## config.mk

```make
export PLATFORM = sky130hd
export DESIGN_NAME = multicycle_sequencer
export DESIGN_NICKNAME = d
export VERILOG_FILES = /design/src/rtl/multicycle_sequencer.sv
export SDC_FILE = /design/constraint.sdc
export NUM_CORES = 1
export LEC_CHECK = 0
export CAP_MARGIN = 30
export CORE_AREA = 2 2 67 69
export CTS_CLUSTER_SIZE = 16
export DETAILED_ROUTE_END_ITERATION = 16
export DIE_AREA = 0 0 69 71
export PLACE_DENSITY = 0.8
export SLEW_MARGIN = 10
export SYNTH_ARGS = -nofsm -noshare
export SYNTH_HDL_FRONTEND = slang
export SYNTH_SLANG_ARGS = --single-unit
export TNS_END_PERCENT = 30
```

## constraint.sdc

```tcl
create_clock -name clk -period 2.55 [get_ports clk]
set_input_delay 0.255 -clock clk [delete_from_list [all_inputs] [get_ports clk]]
set_output_delay 0.255 -clock clk [all_outputs]
set_load 0.03 [all_outputs]
```

## src/rtl/multicycle_sequencer.sv

```systemverilog
// Multi-cycle control sequencer for the 16-bit RISC datapath.
// Steps FETCH/DECODE/EXEC/MEM/WB and issues one-shot commit strobes, with memory timeout and step control.
module multicycle_sequencer #(
    parameter int MEM_TIMEOUT = 15,
    parameter int CNT_W       = 16
) (
    input  logic             clk,
    input  logic             rst,
    input  logic             run,
    input  logic             step,
    input  logic [3:0]       opcode,
    input  logic             mem_ready,
    output logic             pc_en,
    output logic             ir_load,
    output logic             jump,
    output logic             beq,
    output logic             bne,
    output logic             mem_read,
    output logic             mem_write,
    output logic             reg_write,
    output logic             alu_src,
    output logic             reg_dst,
    output logic             mem_to_reg,
    output logic [1:0]       alu_op,
    output logic             illegal_op,
    output logic             bus_err,
    output logic             busy,
    output logic [CNT_W-1:0] instr_count,
    output logic [2:0]       state_o
);

    // state   | meaning
    // FETCH   | idle / load IR when run or a pending step allows it
    // DECODE  | J and illegal opcodes commit here
    // EXEC    | branches commit here; others go to MEM or WB
    // MEM     | LW/SW wait on mem_ready with timeout
    // WB      | register write and commit
    // FAULT   | memory timeout; parked until reset
    typedef enum logic [2:0] {
        S_FETCH  = 3'd0,
        S_DECODE = 3'd1,
        S_EXEC   = 3'd2,
        S_MEM    = 3'd3,
        S_WB     = 3'd4,
        S_FAULT  = 3'd7
    } state_t;

    localparam logic [7:0] TIMEOUT = 8'(MEM_TIMEOUT);

    state_t             state_q, state_d;
    logic [3:0]         op_q, op_d;
    logic               step_pending_q, step_pending_d;
    logic [7:0]         wait_q, wait_d;
    logic               bus_err_q, bus_err_d;
    logic [CNT_W-1:0]   count_q, count_d;

    logic is_lw, is_sw, is_r, is_beq, is_bne, is_j, is_ill;
    logic pc_en_c, ir_load_c, jump_c, beq_c, bne_c, rd_c, wr_c, rw_c, ill_c;
    logic alu_src_c, reg_dst_c, m2r_c, busy_c;
    logic [1:0] alu_op_c;

    assign is_lw  = (op_q == 4'd0);
    assign is_sw  = (op_q == 4'd1);
    assign is_r   = (op_q >= 4'd2) && (op_q <= 4'd9);
    assign is_beq = (op_q == 4'd11);
    assign is_bne = (op_q == 4'd12);
    assign is_j   = (op_q == 4'd13);
    assign is_ill = (op_q == 4'd10) || (op_q == 4'd14) || (op_q == 4'd15);

    always_ff @(posedge clk) begin
        if (rst) begin
            state_q        <= S_FETCH;
            op_q           <= 4'd0;
            step_pending_q <= 1'b0;
            wait_q         <= 8'd0;
            bus_err_q      <= 1'b0;
            count_q        <= '0;
        end else begin
            state_q        <= state_d;
            op_q           <= op_d;
            step_pending_q <= step_pending_d;
            wait_q         <= wait_d;
            bus_err_q      <= bus_err_d;
            count_q        <= count_d;
        end
    end

    always_comb begin
        state_d        = state_q;
        op_d           = op_q;
        step_pending_d = step_pending_q | step;
        wait_d         = 8'd0;
        bus_err_d      = bus_err_q;
        pc_en_c        = 1'b0;
        ir_load_c      = 1'b0;
        jump_c         = 1'b0;
        beq_c          = 1'b0;
        bne_c          = 1'b0;
        rd_c           = 1'b0;
        wr_c           = 1'b0;
        rw_c           = 1'b0;
        ill_c          = 1'b0;
        case (state_q)
            S_FETCH: begin
                if (run || step_pending_q) begin
                    ir_load_c      = 1'b1;
                    op_d           = opcode;
                    step_pending_d = step;
                    state_d        = S_DECODE;
                end
            end
            S_DECODE: begin
                if (is_j) begin
                    jump_c  = 1'b1;
                    pc_en_c = 1'b1;
                    state_d = S_FETCH;
                end else if (is_ill) begin
                    ill_c   = 1'b1;
                    pc_en_c = 1'b1;
                    state_d = S_FETCH;
                end else begin
                    state_d = S_EXEC;
                end
            end
            S_EXEC: begin
                if (is_beq || is_bne) begin
                    beq_c   = is_beq;
                    bne_c   = is_bne;
                    pc_en_c = 1'b1;
                    state_d = S_FETCH;
                end else if (is_r) begin
                    state_d = S_WB;
                end else begin
                    state_d = S_MEM;
                end
            end
            S_MEM: begin
                rd_c = is_lw;
                wr_c = is_sw;
                // mem_ready takes priority over a timeout landing in the same cycle
                if (mem_ready) begin
                    if (is_sw) begin
                        pc_en_c = 1'b1;
                        state_d = S_FETCH;
                    end else begin
                        state_d = S_WB;
                    end
                end else if ((wait_q + 8'd1) == TIMEOUT) begin
                    bus_err_d = 1'b1;
                    state_d   = S_FAULT;
                end else begin
                    wait_d = wait_q + 8'd1;
                end
            end
            S_WB: begin
                rw_c    = 1'b1;
                pc_en_c = 1'b1;
                state_d = S_FETCH;
            end
            S_FAULT: begin
                step_pending_d = 1'b0;
            end
            default: state_d = S_FETCH;
        endcase
    end

    always_comb begin
        alu_op_c  = 2'b00;
        alu_src_c = 1'b0;
        reg_dst_c = 1'b0;
        m2r_c     = 1'b0;
        busy_c    = (state_q != S_FETCH) && (state_q != S_FAULT);
        if (busy_c) begin
            if (is_lw) begin
                alu_op_c  = 2'b10;
                alu_src_c = 1'b1;
                m2r_c     = 1'b1;
            end else if (is_sw) begin
                alu_op_c  = 2'b10;
                alu_src_c = 1'b1;
            end else if (is_r) begin
                reg_dst_c = 1'b1;
            end else if (is_beq || is_bne) begin
                alu_op_c  = 2'b01;
            end
        end
    end

    assign count_d = pc_en_c ? count_q + CNT_W'(1) : count_q;

    // Strobes are suppressed while rst is high so nothing commits in the reset cycle.
    assign pc_en       = pc_en_c & ~rst;
    assign ir_load     = ir_load_c & ~rst;
    assign jump        = jump_c & ~rst;
    assign beq         = beq_c & ~rst;
    assign bne         = bne_c & ~rst;
    assign mem_read    = rd_c & ~rst;
    assign mem_write   = wr_c & ~rst;
    assign reg_write   = rw_c & ~rst;
    assign illegal_op  = ill_c & ~rst;
    assign alu_src     = alu_src_c & ~rst;
    assign reg_dst     = reg_dst_c & ~rst;
    assign mem_to_reg  = m2r_c & ~rst;
    assign alu_op      = alu_op_c & {2{~rst}};
    assign busy        = busy_c & ~rst;
    assign bus_err     = bus_err_q;
    assign instr_count = count_q;
    assign state_o     = state_q;

endmodule

```

==> key figures <==
Floorplan
  • Core Area: 0.004204 mm^2
  • Die X: 69 um
  • Full die area: ~0.005 mm^2
  • Initial core utilization: ~49%
  • Io pins: between 40 and 50
  • Row cnt: 24
  • Die span in y: 71 um

Placed design
  • Number of buffers added on ports: 43
  • Post-DP HPWL: between 3000 and 4000 um
  • Gpl congestion: slightly below 0.8

STA
  • Final hold violations: 0
  • Layout Skew: approximately 0.009 ns
  • RSZ-0062 raised after global routing: false
  • Setup violators final: 0
  • Fin crit share: 89.68%
  • Total negative slack: 0 ns
  • Final Max Slew Viols: 0
  • Worst Max-Slew Pin Slew: around 0.72 ns
  • Fmax achieved: approximately 0.44 GHz
  • Slew margin rel.: between 50% and 60%
  • Tmin final: 2.287 ns

Power
  • Max VDD drop: approximately 0.00063 V
  • PwrDens: between 600 and 700 mW/mm^2
  • Leak: between 0.9 and 1 nW

Clock network
  • CTS sink count: 33
  • Post-CTS Hold Buffers: 0
  • Reg clk slew, reported paths: 0.07 ns
  • Root Buffer: clkbuf_8
  • Setup Buffers After CTS: 0
  • H-tree levels: 2
  • Max clock buf depth: 2
  • Clock Latency Late Sink: slightly below 0.3 ns
  • TritonCTS Buffers: 5
  • Post_cts resized: 0
  • CTS tree: yes

Route
  • Post-DRT Antenna Nets: 0
  • Residual DRC count: 0
  • Vias: around 1900
  • Post-Route WL: 4530 um
  • DR WL/cell: 13.64 um
  • 1st-iter DRT viols: about 190
  • First-pass detailed-route iteration total: 4
  • Vias per cell: approximately 5.8

Run
  • Max_cap viols: 0

Layout
  • Most common cell after layout, fill and taps aside: dfxtp_1
  • Share of cells above drive strength 1: around 19%
  • Util after Layout: approximately three fifths
  • Post-layout nets: around 290
  • Diodes inserted: 0
  • Area Overhead vs Synth: 25.06%
  • Commonest cells after routing, fill and taps aside: dfxtp_1 (33), clkdlybuf4s50_1 (28), nor2_1 (23)

Critical path
  • CP Launch Type: register
  • Critical path type: reg2out
  • Worst Setup End Kind: primary output
  • CP Max Fanout: 16
  • Worst EP required: around 2.3 ns
  • Critical path data arrival time: slightly above 2 ns

Logic synthesis
  • Share of the synthesized area in the top cell type: around 32%
  • Syn Std Cell Area: around 0.0021 mm^2
  • Post-Syn Instances: roughly 240
  • Yosys reg bits: 33
  • Ys Warns: 0
  • Syn_nets: around 260
  • Avg Inst Size Synth: roughly 8.5 um^2
  • Area contributors post-synth: dfxtp_1 (32%), mux2_2 (7.7%), nor2b_1 (4.9%)
  • Yosys top cell by area: dfxtp_1
  • Register area share after synthesis: between 30% and 40%
  • Synth cell types: 49

Global route
  • Vias in the first global route: between 1500 and 2000
  • Gr busiest metal: met2
  • Initial antenna violation count: 0
  • Met3 global-route usage: about 4.4%
  • GRT Resource Usage Total: 18.63%
  • Maximum number of pins on one net before global-route repair: 20
  • First-pass GRT wire length: 7645 um
  • Met1 Resource Use GR: between 20% and 30%
  • GRT overflow: 0
  • Met2 Resource Use GR: between 30% and 40%

Status
  • Status: complete, no violations

Min path
  • Worst hold path type: reg2reg
==> worst paths after layout <==
kind,endpoint,depth (start not counted),from,slack [ns]
hold / removal,bus_err,1,bus_err,0.49
setup / recovery,pc_en,4,op_q[0],0.26
hold reg to reg,bus_err,1,bus_err,0.49
setup reg to reg,instr_count[12],4,op_q[0],0.43
==> sequential cells by signal (all words and copies together) (netlist names) <==
signal          flops
instr_count        16
wait_q              8
op_q                4
state_o             3
bus_err             1
step_pending_q      1
==> synth_stat cells (all sizes together) <==
master and count:
a2111oi 1, a21boi 1, a21oi 11, a22o 1, a311o 1, a311oi 7
a31o 1, a31oi 11, and2 2, and2b 1, and3 2, and3b 3
and4 5, buf 10, clkbuf 9, dfxtp 33, ha 3, inv 7
mux2 15, nand2 15, nand2b 1, nand3 9, nand3b 4, nand4 5
nand4b 1, nor2 24, nor2b 16, nor3 12, nor3b 3, nor4 3
nor4b 2, o2111a 1, o2111ai 1, o21ai 8, o31a 4, o31ai 1
or3 3, xnor2 1, xor2 5
==> power breakdown <==
group / internal [mW] / total (mW) / leakage [nW] / switching [mW]
clock network: 0.319 / 0.518 / 0.0585 / 0.199
logic: 0.205 / 0.533 / 0.621 / 0.329
registers: 0.550 / 0.641 / 0.267 / 0.0902
total: 1.07 / 1.69 / 0.947 / 0.618
==> cell type report <==
type                    count  area [um^2]
clock buffers               7        86.33
clock inverters             1        30.03
fillers                   391         1632
inverters                   7        26.28
multi-input cells         184         1274
flip-flops and latches     33        660.6
well taps                  52        65.06
repair buffers             48        430.4
==> kinds of logic after synthesis <==
| group | Yosys count | share of synthesized area (%) |
|---|---|---|
| AOI/OAI and AO/OA | 49 | 18.43 |
| xor gates and xnor gates | 6 | 2.555 |
| adders and majority gates | 3 | 1.825 |
| buffers and inverters | 26 | 5.961 |
| DFF | 33 | 32.12 |
| muxes | 15 | 8.394 |
| and+or+nand+nor | 111 | 30.72 |
==> worst max-delay path, cell delays in order (launching register included) <==
cell and delay, ns:
dfxtp_1 0.51, and3b_1 0.28, o2111ai_2 0.42, a31oi_1 0.34, buf_4 0.19
==> routing by layer <==
layer,vias to the layer above,part of all wire (%)
li1,967,-
met1,897,47
met2,44,47
met3,8,4.2
met4,0,1.3
met5,-,0
==> per-stage QoR <==
step	std cells	worst slack [ns]	hold slack [ns]	area, um^2	power [mW]
final	332	0.2633	0.4932	2572	1.692
after global routing	332	0.1314	0.5038	2572	1.772
after CTS	332	0.2852	0.4961	2572	1.690
after detailed placement	324	0.4526	0.4756	2456	1.179
after global placement	324	0.5068	0.4687	2456	1.170
after floorplan	243	0.2823	0.3910	2057	1.035
(Power assumes the default switching activity.)
